### config.mk
export PLATFORM = sky130hd
export DESIGN_NAME = imem_loader_flat
export DESIGN_NICKNAME = d
export VERILOG_FILES = /design/src/rtl/imem_loader_if.sv /design/src/rtl/imem_loader.sv /design/src/flat_wrapper.sv
export SDC_FILE = /design/constraint.sdc
export NUM_CORES = 1
export LEC_CHECK = 0
export ABC_AREA = 1
export ABC_CLOCK_PERIOD_IN_PS = 3990
export CAP_MARGIN = 10
export CORE_ASPECT_RATIO = 1.75
export CORE_MARGIN = 10
export CORE_UTILIZATION = 45
export DETAILED_ROUTE_END_ITERATION = 7
export GPL_TIMING_DRIVEN = 0
export PLACE_DENSITY_LB_ADDON = 0.12
export SYNTH_ARGS = -nofsm -noshare
export SYNTH_HDL_FRONTEND = slang
export SYNTH_SLANG_ARGS = --single-unit
### constraint.sdc
create_clock -name clk -period 3.99 [get_ports clk]
set_input_delay 0.5985 -clock clk [delete_from_list [all_inputs] [get_ports clk]]
set_output_delay 0.5985 -clock clk [all_outputs]
set_load 0.01 [all_outputs]
### src/rtl/imem_loader_if.sv
// imem_loader_if -- byte-stream input and instruction-memory write bus of the
// instruction memory loader.
//   in_valid  : byte-stream valid (host -> loader)
//   in_data   : byte-stream payload, 8 bits (host -> loader)
//   in_ready  : loader can take a byte this cycle (loader -> host)
//   mem_we    : instruction memory write strobe (loader -> memory)
//   mem_waddr : byte address of the write, bits [1:0] always 0
//   mem_wdata : 32-bit instruction word
// master = stream source / memory sink side, slave = the loader.
interface imem_loader_if;
  logic        in_valid;
  logic [7:0]  in_data;
  logic        in_ready;
  logic        mem_we;
  logic [31:0] mem_waddr;
  logic [31:0] mem_wdata;

  modport master (
    output in_valid, in_data,
    input  in_ready, mem_we, mem_waddr, mem_wdata
  );

  modport slave (
    input  in_valid, in_data,
    output in_ready, mem_we, mem_waddr, mem_wdata
  );
endinterface

### src/rtl/imem_loader.sv
// imem_loader -- loads a program into instruction memory from a byte stream.
// Stream format: 16-bit big-endian word count N, then N big-endian 32-bit
// words. Word k is written to byte address 4*k; words beyond DEPTH are
// consumed but not written and raise the sticky error flag.
//
// Optional feature: define IMEM_LOADER_CHECKSUM_EN to require one trailing
// checksum byte (XOR of all header and data bytes); a mismatch sets error.
//
// Ports:
//   clk          : system clock, all state on the rising edge
//   reset        : synchronous active-high reset
//   start        : one-cycle pulse opening a session (ignored when busy)
//   bus          : imem_loader_if.slave (byte stream in, memory writes out)
//   busy         : high in every non-idle state; stalls the CPU
//   done         : one-cycle pulse as the loader returns to idle
//   error        : sticky per-session error flag
//   words_loaded : number of words actually written this session
module imem_loader #(
  parameter int DEPTH = 256,
  parameter int CNT_W = 16
) (
  input  logic             clk,
  input  logic             reset,
  input  logic             start,
  imem_loader_if.slave     bus,
  output logic             busy,
  output logic             done,
  output logic             error,
  output logic [CNT_W-1:0] words_loaded
);

`ifdef IMEM_LOADER_CHECKSUM_EN
  typedef enum logic [2:0] {IDLE, HDR_HI, HDR_LO, DATA, WRITE, CHK} state_t;
`else
  typedef enum logic [2:0] {IDLE, HDR_HI, HDR_LO, DATA, WRITE} state_t;
`endif

  // One extra bit so a DEPTH equal to 2**CNT_W still compares correctly.
  localparam logic [CNT_W:0] DEPTH_C = (CNT_W+1)'(DEPTH);

  state_t           state;
  logic [7:0]       hdr_hi;
  logic [CNT_W-1:0] n;
  logic [CNT_W-1:0] wcnt;      // words consumed so far (index of next word)
  logic [1:0]       bidx;      // byte position within the current word
  logic [23:0]      wbuf;      // first three bytes of the current word

  logic             fire;
  logic [CNT_W-1:0] hdr_n;
  logic             in_range;

  assign fire     = bus.in_valid && bus.in_ready;
  assign hdr_n    = CNT_W'({hdr_hi, bus.in_data});
  assign in_range = {1'b0, wcnt} < DEPTH_C;

`ifdef IMEM_LOADER_CHECKSUM_EN
  logic [7:0] csum;

  // Running XOR of header and data bytes; the checksum byte itself is excluded.
  always_ff @(posedge clk) begin
    if (reset) begin
      csum <= 8'h00;
    end else if (state == IDLE && start) begin
      csum <= 8'h00;
    end else if (fire && state != CHK) begin
      csum <= csum ^ bus.in_data;
    end
  end
`endif

  always_ff @(posedge clk) begin
    if (reset) begin
      state         <= IDLE;
      bus.in_ready  <= 1'b0;
      bus.mem_we    <= 1'b0;
      bus.mem_waddr <= 32'h0;
      bus.mem_wdata <= 32'h0;
      busy          <= 1'b0;
      done          <= 1'b0;
      error         <= 1'b0;
      words_loaded  <= '0;
      wcnt          <= '0;
      bidx          <= 2'd0;
    end else begin
      done       <= 1'b0;
      bus.mem_we <= 1'b0;
      case (state)
        IDLE: begin
          if (start) begin
            state        <= HDR_HI;
            bus.in_ready <= 1'b1;
            busy         <= 1'b1;
            error        <= 1'b0;
            words_loaded <= '0;
            wcnt         <= '0;
            bidx         <= 2'd0;
          end
        end

        HDR_HI: begin
          if (fire) begin
            hdr_hi <= bus.in_data;
            state  <= HDR_LO;
          end
        end

        HDR_LO: begin
          if (fire) begin
            n <= hdr_n;
            if (hdr_n == '0) begin
`ifdef IMEM_LOADER_CHECKSUM_EN
              state <= CHK;
`else
              state        <= IDLE;
              bus.in_ready <= 1'b0;
              busy         <= 1'b0;
              done         <= 1'b1;
`endif
            end else begin
              state <= DATA;
            end
          end
        end

        DATA: begin
          if (fire) begin
            wbuf <= {wbuf[15:0], bus.in_data};
            bidx <= bidx + 2'd1;
            if (bidx == 2'd3) begin
              // Word complete: present it during the one-cycle WRITE stall.
              state         <= WRITE;
              bus.in_ready  <= 1'b0;
              bus.mem_wdata <= {wbuf, bus.in_data};
              bus.mem_waddr <= 32'(wcnt) << 2;
              wcnt          <= wcnt + 1'b1;
              if (in_range) begin
                bus.mem_we   <= 1'b1;
                words_loaded <= words_loaded + 1'b1;
              end else begin
                error <= 1'b1;
              end
            end
          end
        end

        WRITE: begin
          // wcnt already counts the word just presented.
          if (wcnt == n) begin
`ifdef IMEM_LOADER_CHECKSUM_EN
            state        <= CHK;
            bus.in_ready <= 1'b1;
`else
            state <= IDLE;
            busy  <= 1'b0;
            done  <= 1'b1;
`endif
          end else begin
            state        <= DATA;
            bus.in_ready <= 1'b1;
          end
        end

`ifdef IMEM_LOADER_CHECKSUM_EN
        CHK: begin
          if (fire) begin
            if (bus.in_data != csum) error <= 1'b1;
            state        <= IDLE;
            bus.in_ready <= 1'b0;
            busy         <= 1'b0;
            done         <= 1'b1;
          end
        end
`endif

        default: begin
          state        <= IDLE;
          bus.in_ready <= 1'b0;
          busy         <= 1'b0;
        end
      endcase
    end
  end

endmodule
### src/flat_wrapper.sv
// flat-port wrapper written by rule: the top's interface ports become plain ports
module imem_loader_flat 
#(
  parameter int DEPTH = 256,
  parameter int CNT_W = 16
)
  (clk, reset, start, busy, done, error, words_loaded, bus_in_valid, bus_in_data, bus_in_ready, bus_mem_we, bus_mem_waddr, bus_mem_wdata);
  imem_loader_if bus_i ();
  input  logic clk;
  input  logic reset;
  input  logic start;
  output logic busy;
  output logic done;
  output logic error;
  output logic [CNT_W-1:0] words_loaded;
  input wire logic [$bits(bus_i.in_valid)-1:0] bus_in_valid;
  input wire logic [$bits(bus_i.in_data)-1:0] bus_in_data;
  output wire logic [$bits(bus_i.in_ready)-1:0] bus_in_ready;
  output wire logic [$bits(bus_i.mem_we)-1:0] bus_mem_we;
  output wire logic [$bits(bus_i.mem_waddr)-1:0] bus_mem_waddr;
  output wire logic [$bits(bus_i.mem_wdata)-1:0] bus_mem_wdata;
  assign bus_i.in_valid = bus_in_valid;
  assign bus_i.in_data = bus_in_data;
  assign bus_in_ready = bus_i.in_ready;
  assign bus_mem_we = bus_i.mem_we;
  assign bus_mem_waddr = bus_i.mem_waddr;
  assign bus_mem_wdata = bus_i.mem_wdata;
  imem_loader #(.DEPTH(DEPTH), .CNT_W(CNT_W)) u_core (.clk(clk), .reset(reset), .start(start), .bus(bus_i), .busy(busy), .done(done), .error(error), .words_loaded(words_loaded));
endmodule
==> results by group, run 1 <==
Power and ir drop
  • Overall power: 0.00354 W
  • Cell area power density: 470 mW/mm2
  • Leakage: 2.91 nW
  • Max VDD drop: 0.324 mV

Synth
  • Post-synthesis sequential area ratio: 55.7%
  • #FFs+latches synth: 138
  • Post-synth top area share: 30.9%
  • Mean Syn Cell Area: 8.53 um2
  • Simple-gate area share of the yosys netlist: 24.5%
  • Synth Area in Compound Gates: 9.68%
  • Post-Syn Area: 0.00583 mm2
  • Largest family of logic cells by synthesized area: simple AND/OR/NAND/NOR gates
  • Syn Inst Count: 683
  • Xor and xnor area share after synthesis: 1.65%
  • Synth warnings: 0
  • Mux cell area share after synthesis: 0%
  • Area contributors post-synth: dfxtp_1 (31%), edfxtp_1 (25%), nor2_1 (8.4%)
  • Post-Synth Adder-Cell Area: 0.644%
  • Synth area leader: dfxtp_1
  • Yosys cell types: 38

Drt
  • Wire per inst: 15.7 um
  • DRC Markers: 0
  • Post-Route WL: 15,400 um
  • DRT iter0 DRCs: 196
  • Via density: 4.90
  • Drt pass-1 iters: 5
  • DRT antenna net count: 0
  • Via count: 4,815

CTS
  • Clock Root Buffer: clkbuf_16
  • Clk slew on worst S/H paths: 0.07 ns
  • CTS tree: done
  • CTS resizes: 0
  • Post-CTS setup buffers: 0
  • Worst-skew pair later-pin latency: 0.43 ns
  • CTS Buf Count: 17
  • H-tree Lvls: 4
  • Clock sinks: 138
  • Post-CTS Hold Buffers: 0
  • Deepest clock path buffer count: 2

GRT
  • First-pass GRT wire length: 25,100 um
  • Met1 usage: 16.3%
  • Initial antenna violation count: 0
  • Pin count of the biggest net entering global routing: 20
  • Met2 Track Usage GR: 34.1%
  • Congestion Overflow GR: 0
  • GRT Total Usage: 17.6%
  • Vias in the first global route: 4,983
  • Grt peak-use layer: met2
  • Met3 Use GR: 4.67%

Final layout
  • Non-Filler Instances: 983
  • Final net count: 814
  • Most frequent cells in the layout: nand2_1 (129), nor2_1 (129), dfxtp_1 (90), clkdlybuf4s50_1 (79)
  • Fillers: 1,195
  • Layout cell share with drive strength beyond 1: 11.2%
  • N_diodes: 0
  • Layout area overhead: 29.2%

Floorplanning
  • Die Ht: 171 um
  • Die ar.: 0.0181 mm2
  • Core box area: 0.0128 mm2
  • # rows: 55
  • Initial core utilization: 45.5%
  • I/O pin cnt: 97
  • Chip width: 106 um

Placement
  • GPL Wtd Cong: 0.908
  • Dpl cells: 951
  • Port Buffers: 79
  • DP HPWL: 11,900 um

STA
  • FMAX: 454 MHz
  • Pins Over Slew Limit: 0
  • RSZ-0062 raised after global routing: no
  • Final setup violation count: 0
  • Slew @ Worst Pin: 0.846 ns
  • Hold WS: 0.445 ns
  • Setup Skew: 0.00844 ns
  • Final Critical Period: 2.20 ns
  • Crit share post-route: 55.2%
  • Fin. Hold Viols: 0
  • Slew headroom: 43.4%

Worst setup path
  • CP required: 4.12 ns
  • Reg2reg end: u_core.wbuf[21]
  • Startpoint Class: input pin
  • Crit Path Class: in2reg
  • R2R depth: 6
  • Critical R2R Launch: u_core.state[0]
  • Worst Setup End Kind: register
  • Worst Path Arrival: 2.33 ns
  • Max Fanout on Critical Path: 9
  • Setup slack, reg-to-reg: 2.05 ns

Hold path
  • HP Start: u_core.wbuf[14]
  • Hold EP: u_core.wbuf[22]
  • WHS Path Cells: 0
  • HP Class: reg2reg

Status
  • Status: complete, no violations

Run
  • Max-Cap Viols: 0
## worst max-delay path by stage
stage | start | end | slack, ns | cells past startpoint
2_1_floorplan | reset | u_core.n[0] | 0.96 | 4
3_3_place_gp | bus_in_valid | u_core.n[14] | -0.41 | 5
3_5_place_dp | bus_in_valid | u_core.n[15] | 1.32 | 7
4_1_cts | bus_in_valid | u_core.n[14] | 1.76 | 7
5_1_grt | bus_in_valid | u_core.n[15] | 1.64 | 7
6_report | bus_in_valid | u_core.n[14] | 1.79 | 7
## layer usage
layer / share of wire [%] / vias to the layer above / routed length (um)
met2: 56 / 131 / 8550
met3: 5.5 / 32 / 844
met1: 36 / 2237 / 5480
met5: 0 / - / 0
met4: 3.4 / 0 / 526
li1: - / 2415 / -
## per-stage QoR
| step | setup WS [ns] | utilization (%) | setup TNS (ns) | cell area, um2 |
|---|---|---|---|---|
| 6_report | 1.79 | 58.8 | 0 | 7530 |
| 5_1_grt | 1.64 | 58.8 | 0 | 7530 |
| 4_1_cts | 1.76 | 58.8 | 0 | 7530 |
| 3_5_place_dp | 1.32 | 54.1 | 0 | 6930 |
| 3_3_place_gp | -0.413 | 53.8 | -6.57 | 6890 |
| 2_1_floorplan | 0.959 | - | 0 | 5880 |
## synthesized netlist by cell type, drive strengths merged
library cell	n
ha	3
nand4	8
nor2	139
xor2	11
nand3b	1
nor3	11
dfxtp	90
o21bai	1
a21oi	43
a31o	1
o31ai	1
buf	25
or2	2
edfxtp	48
nor4	1
nand2	140
o21a	2
a211oi	1
o21ai	59
conb	1
nor3b	1
inv	60
clkbuf	13
nand3	21
## cells by family (layout without fill, tap and decap cells)
kind of cell / Yosys count / after routing
XOR/XNOR: 11 / 11
flip-flops: 138 / 138
buffers and inverters: 98 / 212
AO/OA/AOI/OAI: 108 / 108
AND/OR/NAND/NOR: 324 / 324
adder cells (fa/ha/maj): 3 / 3
other: 1 / 16
## power by group
| part | switching (W) | internal (W) | leakage [nW] |
|---|---|---|---|
| combinational | 0.000281 | 0.000154 | 1.45 |
| clock | 0.000697 | 0.000898 | 0.299 |
| sequential | 0.0000267 | 0.00148 | 1.16 |
## cell type report
type,instances,area [um2],share of cell area [%]
buffer,38,224,2.98
clock buffer,17,425,5.65
tap,171,214,2.84
inverter,60,228,3.03
clock inverter,15,174,2.31
sequential,138,3240,43.1
multi-input combinational,462,2200,29.2
timing repair buffer,82,821,10.9
## worst max-delay path, stage by stage
cell             delay [ns]
clkdlybuf4s50_1        0.45
nand2_1                0.10
inv_1                  0.18
nand2_1                0.14
nor4_2                 0.41
buf_4                  0.25
buf_4                  0.19
## flip-flops by register name, summed over array words and instances (netlist names)
name and count:
u_core.words_loaded 16, u_core.bus.mem_waddr 16, u_core.wcnt 16, u_core.error 1, u_core.busy 1, u_core.done 1, u_core.hdr_hi 8, u_core.wbuf 24
u_core.bus.mem_wdata 32, u_core.bus.mem_we 1, u_core.bidx 2, u_core.n 16, u_core.bus.in_ready 1, u_core.state 3
Note: power is estimated with default switching activity, not from simulation.
==> run 2, diff against run 1 <==
--- a/config.mk
+++ b/config.mk
@@ -6,7 +6,7 @@
 export NUM_CORES = 1
 export LEC_CHECK = 0
 export ABC_AREA = 1
-export ABC_CLOCK_PERIOD_IN_PS = 3990
+export ABC_CLOCK_PERIOD_IN_PS = 1800
 export CAP_MARGIN = 10
 export CORE_ASPECT_RATIO = 1.75
 export CORE_MARGIN = 10
==> constraint.sdc (replaced) <==
create_clock -name clk -period 1.8 [get_ports clk]
set_input_delay 0.27 -clock clk [delete_from_list [all_inputs] [get_ports clk]]
set_output_delay 0.27 -clock clk [all_outputs]
set_load 0.01 [all_outputs]
==> results by group, run 2 (synthesized netlist as in run 1, its figures left out) <==
Final layout
  • Most frequent cells in the layout: nand2_1 (127), nor2_1 (126), dfxtp_1 (87), clkdlybuf4s50_1 (79), o21ai_0 (56)
  • Final net count: 830 (+2.0%)
  • Layout cell share with drive strength beyond 1: 15.5% (+4.3 points)
  • Layout area overhead: 33.0%
  • Largest registers: u_core.bus.mem_wdata: 32 flops, u_core.wbuf: 24 flops
  • Register bank with the most flops: u_core.bus.mem_wdata
  • N_diodes: 0 (unchanged)
  • Commonest non-fill, non-tap cell in the layout: nand2_1
  • Max reg flops: 32 (unchanged)

Run
  • Max-Cap Viols: 0 (unchanged)

Drt
  • Wire per inst: 16.0 um (+1.8%)
  • Post-Route WL: 15,900 um (+3.5%)
  • Drt pass-1 iters: 5 (unchanged)
  • Via density: 4.95 (+0.97%)
  • DRT iter0 DRCs: 232 (+18%)
  • DRC Markers: 0 (unchanged)
  • Via count: 4,941 (+2.6%)
  • DRT antenna net count: 0 (unchanged)

Worst setup path
  • Setup slack, reg-to-reg: 0.09 ns (-1.96 ns)
  • CP Buf/Inv Count: 1 (-3)
  • Critical R2R Launch: u_core.state[1]
  • Crit Path Class: reg2out
  • Max Fanout on Critical Path: 6 (-3)
  • Worst Setup End Kind: primary output
  • Crit-path max cell delay: 0.59 ns (+0.14 ns)
  • Startpoint Class: register
  • Crit-path slowest cell: clkdlybuf4s50_1
  • Cell class contributing the biggest share of worst-path delay: buffers and inverters
  • CP required: 1.53 ns (-2.59 ns)
  • Setup crit end: words_loaded[9]
  • Worst Setup SP: u_core.words_loaded[9]
  • Worst-path cell chain: clkdlybuf4s50_1
  • Reg2reg end: u_core.words_loaded[10]
  • R2R depth: 12 (+6)
  • Worst Path Arrival: 1.45 ns (-0.88 ns)
  • CP Depth: 1 (-6)

STA
  • Setup_tns: 0 ns (unchanged)
  • Final setup violation count: 0 (unchanged)
  • Final Critical Period: 1.72 ns
  • FMAX: 580 MHz
  • Fin. Hold Viols: 0 (unchanged)
  • Pins Over Slew Limit: 0 (unchanged)
  • Slew headroom: 64.1% (+21 points)
  • Final setup margin: 0.0765 ns (-1.71 ns)
  • Slew @ Worst Pin: 0.538 ns (-0.308 ns)
  • Setup Skew: 0.00787 ns (-0.000565 ns)
  • Crit share post-route: 95.8%

CTS
  • Deepest clock path buffer count: 2 (unchanged)
  • CTS tree: done
  • Clk slew on worst S/H paths: 0.06 ns (about the same)
  • H-tree Lvls: 4 (unchanged)
  • Worst-skew pair later-pin latency: 0.42 ns (about the same)
  • CTS Buf Count: 17 (unchanged)
  • Clock Root Buffer: clkbuf_16
  • Clock sinks: 138 (unchanged)

Hold path
  • HP Start: reset
  • HP Class: in2reg
  • WHS Path Cells: 2 (+2)

Placement
  • DP HPWL: 11,800 um (-0.94%)
  • DP Worst Slack: -0.619 ns (-1.93 ns)
  • Port Buffers: 79 (unchanged)
  • GPL Wtd Cong: 0.934 (+2.9%)

GRT
  • Vias in the first global route: 4,939 (-0.88%)
  • Initial antenna violation count: 0 (unchanged)
  • GRT Total Usage: 17.7% (+0.058 points)
  • Congestion Overflow GR: 0 (unchanged)
  • Pin count of the biggest net entering global routing: 17 (-15%)
  • First-pass GRT wire length: 25,000 um (-0.41%)

Status
  • Status: complete, no violations

Power and ir drop
  • Overall power: 0.00798 W (+130%)
  • Cell area power density: 1030 mW/mm2 (+120%)
  • Max VDD drop: 0.660 mV (+100%)
  • Leakage: 3.00 nW (+3.3%)

Floorplanning
  • Chip width: 106 um (unchanged)
  • Die ar.: 0.0181 mm2 (unchanged)
  • Initial core utilization: 45.5% (unchanged)
  • # rows: 55 (unchanged)
  • Die Ht: 171 um (unchanged)
  • I/O pin cnt: 97 (unchanged)
  • Core box area: 0.0128 mm2 (unchanged)
run 2: changes by cell type in the layout (fill, tap and decap cells not counted), moves of 3 or more:
cell / before / now
nor2_1: 129 / 126
nor2_4: 6 / 10
dfxtp_1: 90 / 87
inv_1: 56 / 48
inv_2: 3 / 11
clkbuf_1: 13 / 10
buf_4: 20 / 35
inv_8: 7 / 3
run 2: how the worst min path moves through the flow:
| stage | end | slack (ns) |
|---|---|---|
| finish | u_core.words_loaded[15] | 0.29 |
| global route | u_core.words_loaded[15] | 0.31 |
| CTS | u_core.words_loaded[15] | 0.29 |
| detailed placement | u_core.wbuf[22] | 0.43 |
| global placement | u_core.wbuf[10] | 0.43 |
| floorplan | u_core.hdr_hi[0] | 0.37 |
run 2: what timing repair did:
item                       CTS  global route
pin swaps                    3             6
buffers inserted             5            14
hold buffers                 0             0
setup endpoints to repair   65            35
gates resized for setup      8            23
gates cloned                 1             0
run 2: routing by layer:
metal,track usage (%),vias to the layer above,share of wire (%)
met3,5.39,29,5.8
met1,16.2,2325,36
met5,0,-,0
li1,-,2455,-
met2,34.0,132,55
met4,8.46,0,3.0
run 2: per-stage QoR:
stage | util, % | hold WS [ns] | cell area (um2) | cells
2_1_floorplan | - | 0.369 | 5910 | 698
3_3_place_gp | 54.0 | 0.431 | 6910 | 948
3_5_place_dp | 54.0 | 0.434 | 6910 | 948
4_1_cts | 59.3 | 0.286 | 7590 | 986
5_1_grt | 60.5 | 0.312 | 7750 | 999
6_report | 60.5 | 0.295 | 7750 | 999
run 2: final cells by class:
cell class	count	area, um2
Timing Repair Buffer	98	946
Clock buffer	18	450
Multi-Input combinational cell	463	2280
Sequential cell	138	3250
Buffer	37	226
Clock inverter	14	149
Tap cell	171	214
Inverter	60	228
Fill cell	1119	5050
run 2: report_power, final:
group          total (W)  switching, W  internal (W)
registers        0.00335     0.0000605       0.00329
clock network    0.00351       0.00147       0.00204
logic            0.00112      0.000685      0.000438
==> run 3, diff against run 2 <==
--- a/config.mk
+++ b/config.mk
@@ -10,7 +10,7 @@
 export CAP_MARGIN = 10
 export CORE_ASPECT_RATIO = 1.75
 export CORE_MARGIN = 10
-export CORE_UTILIZATION = 45
+export CORE_UTILIZATION = 48
 export DETAILED_ROUTE_END_ITERATION = 7
 export GPL_TIMING_DRIVEN = 0
 export PLACE_DENSITY_LB_ADDON = 0.12
==> results by group, run 3 (synthesized netlist as in run 1, its figures left out) <==
Status
  • Status: complete, no violations

STA
  • Pins Over Slew Limit: 0 (unchanged)
  • Final setup violation count: 0 (unchanged)
  • FMAX: 573 MHz (-1.2%)
  • Setup Skew: 0.00949 ns (+0.00162 ns)
  • Slew headroom: 58.7% (-5.4 points)
  • Setup_tns: 0 ns (unchanged)
  • Final Critical Period: 1.74 ns (+0.0204 ns)
  • Crit share post-route: 96.9% (+1.1 points)
  • RSZ-0062 raised after global routing: yes
  • Fin. Hold Viols: 0 (unchanged)
  • Slew @ Worst Pin: 0.620 ns (+0.0816 ns)

Final layout
  • Most frequent cells in the layout: nand2_1 (128), nor2_1 (125), dfxtp_1 (86), clkdlybuf4s50_1 (79), o21ai_0 (56)
  • Register bank with the most flops: u_core.bus.mem_wdata
  • Largest registers: u_core.bus.mem_wdata: 32 flops, u_core.wbuf: 24 flops
  • Commonest non-fill, non-tap cell in the layout: nand2_1
  • N_diodes: 0 (unchanged)
  • Layout area overhead: 32.0%
  • Max reg flops: 32 (unchanged)
  • Layout cell share with drive strength beyond 1: 14.3% (-1.2 points)
  • Final net count: 822 (-0.96%)
  • Post-layout util: 64.4% (+3.9 points)

Drt
  • Met3 WL: 901 um (-3.3%)
  • Max layer used: met4
  • Metal-1 WL: 5570 um (-2.3%)
  • DRT iter0 DRCs: 320 (+38%)
  • Met2 routed WL: 8850 um (about the same)
  • Drt pass-1 iters: 7 (+2)
  • DRC Markers: 0 (unchanged)
  • Post-Route WL: 16,000 um (+0.50%)
  • Via density: 5.14 (+4.0%)
  • Via count: 4,921 (-0.40%)
  • DRT antenna net count: 0 (unchanged)
  • Wire per inst: 16.7 um (+4.9%)

Power and ir drop
  • Reg power frac: 41.5% (-0.5 points)
  • Clock network fraction of total power: 44.6% (+0.7 points)
  • Comb power frac: 13.9% (-0.2 points)
  • Sw Ratio: 27.5% (-0.20 points)
  • Max VDD drop: 0.714 mV (+8.3%)
  • Internal power: 0.00585 W (+1.4%)
  • Leakage: 2.99 nW (-0.33%)
  • Switching power: 0.00222 W (+0.42%)
  • Cell area power density: 1050 mW/mm2 (+1.9%)

Run
  • Max-Cap Viols: 0 (unchanged)

Floorplanning
  • # rows: 53 (-3.6%)
  • Core box area: 0.0119 mm2 (-6.7%)
  • Die ar.: 0.0171 mm2 (-5.3%)
  • Die Ht: 166 um (-2.8%)
  • Initial core utilization: 48.8% (+3.3 points)
  • Chip width: 103 um (-2.6%)
  • I/O pin cnt: 97 (unchanged)

CTS
  • Clk slew on worst S/H paths: 0.06 ns (about the same)
  • Worst-skew pair later-pin latency: 0.42 ns (about the same)
  • Clock sinks: 138 (unchanged)
  • H-tree Lvls: 4 (unchanged)
  • CTS tree: done
  • Clock Root Buffer: clkbuf_16
  • CTS Buf Count: 17 (unchanged)
  • Deepest clock path buffer count: 2 (unchanged)

Worst setup path
  • Startpoint Class: register
  • Setup slack, reg-to-reg: 0.06 ns (-0.03 ns)
  • Reg2reg end: u_core.words_loaded[6]
  • Max Fanout on Critical Path: 6 (unchanged)
  • R2R depth: 10 (-2)
  • Crit Path Class: reg2reg
  • Worst Setup End Kind: register
  • CP required: 2.15 ns (+0.62 ns)
  • Worst Path Arrival: 2.09 ns (+0.64 ns)
  • Critical R2R Launch: u_core.wcnt[12]

GRT
  • Vias in the first global route: 5,065 (+2.6%)
  • Pin count of the biggest net entering global routing: 17 (unchanged)
  • GRT Total Usage: 19.3% (+1.7 points)
  • Congestion Overflow GR: 0 (unchanged)
  • First-pass GRT wire length: 25,500 um (+2.1%)
  • Initial antenna violation count: 0 (unchanged)

Placement
  • DP HPWL: 12,000 um (+1.2%)
  • Port Buffers: 79 (unchanged)
  • GPL Wtd Cong: 0.907 (-2.9%)

Hold path
  • Hold EP: u_core.words_loaded[15]
  • HP Start: reset
  • WHS Path Cells: 2 (unchanged)
  • HP Class: in2reg
==> run 3: cell types whose count changed in the layout (fill, tap and decap cells not counted), sizes merged <==
cell / delta
bufinv: +1
clkinv: -1
clkbuf: +1
buf: -9
clkinvlp: -1
inv: +1
==> run 3: worst max-delay path, cell delays in order (launching register included) <==
cell and delay (ns):
dfxtp_1 0.33, inv_1 0.15, nand4_1 0.13, nor2_2 0.18, inv_1 0.10, nand2_1 0.10
nand2_1 0.09, nor2_4 0.19, buf_4 0.20, nand2_1 0.05, a21oi_1 0.14
==> run 3: how the worst max path moves through the flow <==
stage,startpoint,endpoint,slack [ns],depth (start not counted)
4_1_cts,u_core.bus.in_ready,u_core.n[7],-0.05,5
3_3_place_gp,bus_in_valid,u_core.n[14],-0.61,5
2_1_floorplan,u_core.bus.in_ready,u_core.n[0],0.06,4
3_5_place_dp,bus_in_valid,u_core.n[15],-0.68,5
5_1_grt,u_core.state[2],u_core.bus.mem_waddr[2],-0.01,9
6_report,u_core.wcnt[12],u_core.words_loaded[6],0.06,10
==> run 3: through the flow <==
| stage | area [um2] | setup WS, ns | power [W] | std cells | hold WS (ns) |
|---|---|---|---|---|---|
| floorplan | 5910 | 0.0554 | 0.00410 | 698 | 0.369 |
| global placement | 6870 | -0.613 | 0.00437 | 914 | 0.429 |
| detailed placement | 6870 | -0.681 | 0.00439 | 914 | 0.431 |
| CTS | 7580 | -0.0483 | 0.00802 | 953 | 0.342 |
| global route | 7690 | -0.0139 | 0.00838 | 957 | 0.409 |
| finish | 7690 | 0.0561 | 0.00807 | 957 | 0.359 |
==> run 3: area by class of cell <==
| cell class | instances | area [um2] |
|---|---|---|
| fill | 1019 | 4240 |
| sequential | 138 | 3250 |
| multi-input combinational | 463 | 2300 |
| timing repair buffer | 90 | 906 |
| clock buffer | 18 | 439 |
| buffer | 37 | 230 |
| inverter | 60 | 228 |
| clock inverter | 14 | 171 |
| tap | 137 | 171 |
==> run 3: repair_timing <==
action / in CTS / in global routing
hold buffers: 0 / 0
setup buffers: 6 / 4
setup endpoints to repair: 76 / 77
gates resized for setup: 8 / 27
pin swaps: 4 / 3
endpoints found under the hold margin: 0 / 0
cloned: 1 / 1
==> run 3: power groups by stage <==
stage          Clock (W)  Combinational, W  Sequential, W
3_5_place_dp           0          0.000976        0.00342
5_1_grt          0.00379           0.00123        0.00336
3_3_place_gp           0          0.000958        0.00341
6_report         0.00360           0.00112        0.00335
2_1_floorplan          0          0.000691        0.00341
4_1_cts          0.00363           0.00104        0.00335
==> run 3: layer usage <==
layer / GRT usage [%] / up-vias
li1: - / 2446
met1: 18.1 / 2298
met2: 35.6 / 142
met3: 5.33 / 35
met4: 10.6 / 0
met5: 0 / -
